==> src/rtl/serial_add_ctrl.sv <==
// Bit-serial adder: one full-adder slice stepped LSB to MSB over WIDTH cycles,
// with a start/done handshake and registered sum, carry-out and signed overflow.
module serial_add_ctrl #(
   parameter int WIDTH = 8
) (
   input  logic             clk,
   input  logic             rst_n,
   input  logic             start,
   input  logic [WIDTH-1:0] a,
   input  logic [WIDTH-1:0] b,
   input  logic             cin,
   output logic             ready,
   output logic             busy,
   output logic             done,
   input  logic             done_ack,
   output logic [WIDTH-1:0] sum,
   output logic             cout,
   output logic             ovf,
   output logic [1:0]       state_dbg
);

   localparam int CW = (WIDTH > 1) ? $clog2(WIDTH) : 1;
   localparam logic [CW-1:0] CNT_PRE  = CW'(WIDTH - 2);
   localparam logic [CW-1:0] CNT_LAST = CW'(WIDTH - 1);

   typedef enum logic [1:0] {
      S_IDLE = 2'd0,
      S_RUN  = 2'd1,
      S_DONE = 2'd2
   } state_t;

   // Handshake: start is taken only on an edge where ready=1; the result on
   // sum/cout/ovf is valid while done=1 and is released by done_ack on an edge.
   state_t           state;
   logic [WIDTH-1:0] a_sh;
   logic [WIDTH-1:0] b_sh;
   logic [WIDTH-2:0] sum_sh;
   logic [CW-1:0]    cnt;
   logic             carry;
   logic             cmsb;

   logic             s_bit;
   logic             c_bit;
   logic [WIDTH-1:0] sum_next;

   always_comb begin
      s_bit    = a_sh[0] ^ b_sh[0] ^ carry;
      c_bit    = (a_sh[0] & b_sh[0]) | (a_sh[0] & carry) | (b_sh[0] & carry);
      sum_next = {s_bit, sum_sh};
   end

   always_ff @(posedge clk or negedge rst_n) begin
      if (!rst_n) begin
         state  <= S_IDLE;
         a_sh   <= '0;
         b_sh   <= '0;
         sum_sh <= '0;
         cnt    <= '0;
         carry  <= 1'b0;
         cmsb   <= 1'b0;
         sum    <= '0;
         cout   <= 1'b0;
         ovf    <= 1'b0;
      end else begin
         case (state)
            S_IDLE: begin
               if (start) begin
                  a_sh  <= a;
                  b_sh  <= b;
                  carry <= cin;
                  cnt   <= '0;
                  state <= S_RUN;
               end
            end
            S_RUN: begin
               // sum_sh holds only the upper WIDTH-1 bits; the newest bit joins at the final step
               sum_sh <= sum_next[WIDTH-1:1];
               a_sh   <= a_sh >> 1;
               b_sh   <= b_sh >> 1;
               carry  <= c_bit;
               if (cnt == CNT_PRE)
                  cmsb <= c_bit;
               if (cnt == CNT_LAST) begin
                  sum   <= sum_next;
                  cout  <= c_bit;
                  ovf   <= cmsb ^ c_bit;
                  state <= S_DONE;
               end else begin
                  cnt <= cnt + 1'b1;
               end
            end
            S_DONE: begin
               if (done_ack)
                  state <= S_IDLE;
            end
            default: state <= S_IDLE;
         endcase
      end
   end

   assign ready     = (state == S_IDLE);
   assign busy      = (state == S_RUN);
   assign done      = (state == S_DONE);
   assign state_dbg = state;

endmodule

==> config.mk <==
export PLATFORM = sky130hd
export DESIGN_NAME = serial_add_ctrl
export DESIGN_NICKNAME = d
export VERILOG_FILES = /design/src/rtl/serial_add_ctrl.sv
export SDC_FILE = /design/constraint.sdc
export NUM_CORES = 1
export LEC_CHECK = 0
export CORE_MARGIN = 3
export CORE_UTILIZATION = 48
export CTS_BUF_LIST = sky130_fd_sc_hd__clkbuf_4
export DETAILED_ROUTE_END_ITERATION = 6
export GPL_TIMING_DRIVEN = 1
export PLACE_DENSITY = 0.77
export SYNTH_ARGS = -nofsm -noshare
export SYNTH_HDL_FRONTEND = slang
export SYNTH_SLANG_ARGS = --single-unit
==> constraint.sdc <==
create_clock -name clk -period 1.6 [get_ports clk]
set_input_delay 0.16 -clock clk [delete_from_list [all_inputs] [get_ports clk]]
set_output_delay 0.16 -clock clk [all_outputs]
set_load 0.02 [all_outputs]
==> results.md <==
- The pre-antenna-repair detailed-routing pass consisted of 4 iterations.
- The worst setup path is of the flip-flop to flip-flop kind.
- Measured on the finished design, the core utilization comes to roughly 65%.
- The total via count after detailed routing is between 1000 and 1500.
- Dividing the detail-routed via count by the number of cells gives 5.60.
- The antenna cell count is 0.
- 36 I/O pins were placed.
- The share of layout cells above drive strength 1 is a little under 30%.
- The total routing usage reported by global routing is around 18%.
- The leakage power is between 1 and 1.5 nW.
- The reg-to-reg critical path endpoint is ovf.
- STA classifies the critical path endpoint as a flip-flop.
- For the worst-skew pair, the clock arrives at the later sink with an insertion delay of approximately 0.34 ns.
- In the routed design, unresolved DRC markers number 0.
- For the worst flop-to-flop path, the logic depth is 5.
- The area of the mapped netlist is 1930 sq um.
- The run finished with clean final reports.
- The setup slack of the worst register-to-register path is approximately 0.046 ns.
- In this run the mean area of a mapped cell was between 10 and 15 sq um.
- Tracing the worst setup path back leads to its startpoint at cnt[1].
- The top flip-flop cell by instance count after synthesis is dfrtp_1.
- The most critical setup path has its endpoint at ovf.
- The largest net degree at the start of global routing is 41.
- For this run, asynchronously set or reset flops after synthesis account for 100%.
- The clock-pin slew reported for the worst setup and hold paths after clock tree synthesis is roughly 0.12 ns.
- The number of cells in the finished layout apart from fillers is between 200 and 250.
- Sequential cells were found to cover 51.9% of the synthesized design area.
- The maximum ir drop on the vdd rail is between 0.7 and 0.8 mV.
- The starting density of the core is 51.1%.
- The final HPWL from detailed placement is between 2000 and 3000 microns.
- STA classifies the critical path startpoint as a flip-flop.
- The post-synthesis instance total is between 100 and 150.
- During synthesis, Yosys emitted a total of 0 warnings.
- The internal cell power is between 2 and 3 mW.
- The final max-slew violation count is 0.
- The maximum root-to-sink buffer count is 2.
- Relative to the synthesized area, the layout overhead comes to 26.9%.
- Routability-driven placement finished with a final weighted congestion of ~0.76.
- CTS built an H-tree with a depth of 2.
- The number of design-rule violations left by the first detailed-router iteration is 64.
- The die span in x is between 60 and 70 microns.
- For this run, the top clock speed supported by timing is ~640 MHz.
- The combinational share of power is a little under half.
- The remaining antenna violation count is 0.
- The launching point of the worst reg2reg path is cnt[1].
- The register bit total from synthesis is 40.
- The root buffer cell chosen for the clock tree is clkbuf_4.
- The hold violation count in the final report is 0.
- The analysis attributes to net switching a power of 1.57 mW.
- The number of enable flip-flop cells after synthesis is 0.
- Measured against its own limit, the worst slew margin works out to roughly two thirds.
- CTS saw 40 sinks.
- In this run, placement finished with an instance count of roughly 230.
- The global route total overflow is 0.
- In this run the core area contains 22 standard-cell rows.
- The power density over cell area is 1850 nW/um^2.
- The clock network accounts for between 10% and 20% of the total power.
- The final critical path time including I/O delays and setup is approximately 1.6 ns.
- The vertical die dimension is 69.4 microns.
- The clock arrives with 0.00572 ns of skew.
- The total of max-cap violations is 0.
- The area of the core region is about 3800 sq um.
- The cell taking the most area after synthesis is dfrtp_1.
- During placement, the flow inserted port buffers numbering 35.
- The worst path uses between 90% and 100% of the clock period.
- The wire length per cell after detailed routing is 16.1 microns.
- The net count of the finished layout is ~220.
- The via count of the first global-routing pass is around 1400.
- The wire length after detailed routing is a little under 4000 microns.
- The number of CTS-inserted buffers is 5.
- TritonCTS built the clock tree.
- At the worst endpoint, the required time is 1.83 ns.
- Net switching is roughly a third of the power.
- Yosys attributes the largest share of cell area to dfrtp_1 (52%), mux2_2 (11%), o221a_2 (5.3%).
- In this run, distinct cell masters in the synthesized netlist total 30.
- In this run the worst path has a maximum fanout of 11.
- For the pin with the worst max-slew slack, the measured transition is about 0.49 ns.
- At the worst endpoint, the arrival time is roughly 1.8 ns.
- The design draws between 4 and 5 mW.
- The first global-routing pass estimated roughly 6700 microns of wire.
- The overall die area is a little under 5000 sq um.
- Setup violations remaining at the end of the flow were counted as 0.
- The initial antenna violation count is 0.
- In this run the biggest area consumer among cell types represents between 50% and 60% of the synthesized area.
- The path class of the tightest hold or removal check is input pin to flip-flop.
- Counting every net in the synthesized netlist gives between 150 and 200.
- The fill cell instance count of the final layout is 290.
- In this run, flip-flops and latches consume ~40% of the power.
[through the flow]
step                TNS [ns]  cell area [sq um]  hold WS, ns  setup WS, ns
finish                     0               2450        0.382        0.0459
global route         -0.0163               2450        0.385      -0.00985
CTS                        0               2420        0.380       0.00229
detailed placement   -0.0123               2340        0.245      -0.00923
global placement           0               2340        0.236        0.0291
floorplan                  0               1930       -0.136        0.0259
[worst min-delay path by stage]
stage	from	to	slack [ns]	cells after the start
2_1_floorplan	rst_n	a_sh[0]	-0.14	0
3_3_place_gp	rst_n	sum_sh[4]	0.24	2
3_5_place_dp	rst_n	sum_sh[4]	0.25	2
4_1_cts	done_ack	state_dbg[1]	0.38	2
5_1_grt	done_ack	state_dbg[1]	0.39	2
6_report	done_ack	state_dbg[1]	0.38	2
[registers in the layout, indices dropped and copies added, names as in the netlist]
name / flops
cnt: 3
state_dbg: 2
cmsb: 1
sum: 8
ovf: 1
cout: 1
a_sh: 8
carry: 1
b_sh: 8
sum_sh: 7
[routing by layer]
metal,share of wire (%),wire length [microns],global-route usage [%],vias up
met2,55,2120,31.1,27
li1,-,-,-,643
met1,41,1570,20.9,671
met3,3.0,117,3.19,9
met5,0,0,0,-
met4,1.7,67,6.94,0
[power by group through the flow]
stage / registers, mW / logic [mW] / clock network (mW)
after CTS: 1.83 / 2.02 / 0.672
after detailed placement: 1.85 / 2.04 / 0
after global placement: 1.81 / 1.95 / 0
after floorplan: 1.90 / 1.25 / 0
final: 1.82 / 2.06 / 0.650
after global routing: 1.89 / 2.26 / 0.717
[cell usage after synthesis (2+ instances only)]
master	n
inv_1	11
clkbuf_1	2
nand2b_1	5
nor4b_1	6
o221a_2	9
buf_6	3
nor3b_1	8
a211oi_1	6
o221ai_1	2
nand3_1	3
dfrtp_1	40
ha_1	3
or4b_1	10
mux2_2	18
a211o_1	2
buf_2	7
[layout make-up]
class | instances | area [sq um] | area share [%]
Timing Repair Buffer | 49 | 458 | 18.7
Multi-Input combinational cell | 85 | 805 | 32.9
Inverter | 11 | 41.3 | 1.69
Sequential cell | 40 | 1000 | 41.0
Clock buffer | 5 | 37.5 | 1.53
Tap cell | 48 | 60.1 | 2.45
Clock inverter | 3 | 42.5 | 1.74
[cells in the final DEF, fill, tap and decap left out, types with 2 or more instances in the layout]
master	count
dfrtp_1	38
clkdlybuf4s50_1	29
mux2_2	18
buf_4	12
inv_1	11
or4b_1	10
o221a_2	9
nor3b_1	8
nor4b_1	6
a211oi_1	6
nand2b_1	5
clkbuf_4	5
nand3_1	3
ha_1	3
a211o_1	2
o221ai_1	2
clkdlybuf4s15_1	2
dlygate4sd2_1	2
dfrtp_2	2
[worst max-delay path, cell delays in order (launching register included)]
cell and delay (ns):
dfrtp_1 0.43, ha_1 0.20, ha_1 0.20, nand3b_1 0.13, buf_12 0.15, mux2_2 0.34
[cells by family (layout without fill, tap and decap cells)]
| logic type | count (synthesis) | in the layout | share of synthesized area [%] |
|---|---|---|---|
| AND/OR/NAND/NOR | 38 | 38 | 16.0 |
| AO/OA/AOI/OAI | 24 | 24 | 11.8 |
| flip-flops | 40 | 40 | 51.9 |
| buffers and inverters | 24 | 68 | 6.36 |
| adder cells (fa/ha/maj) | 4 | 4 | 2.99 |
| multiplexers | 18 | 18 | 10.5 |
| XOR/XNOR | 1 | 1 | 0.454 |
[timing repair]
| action | CTS | global route |
|---|---|---|
| hold endpoints to repair | 40 | 0 |
| gates resized for setup | 6 | 5 |
| endpoints found under the setup margin | 5 | 13 |
| hold buffers | 1 | 0 |
| setup buffers | 0 | 3 |
Note: power is estimated with default switching activity, not from simulation.
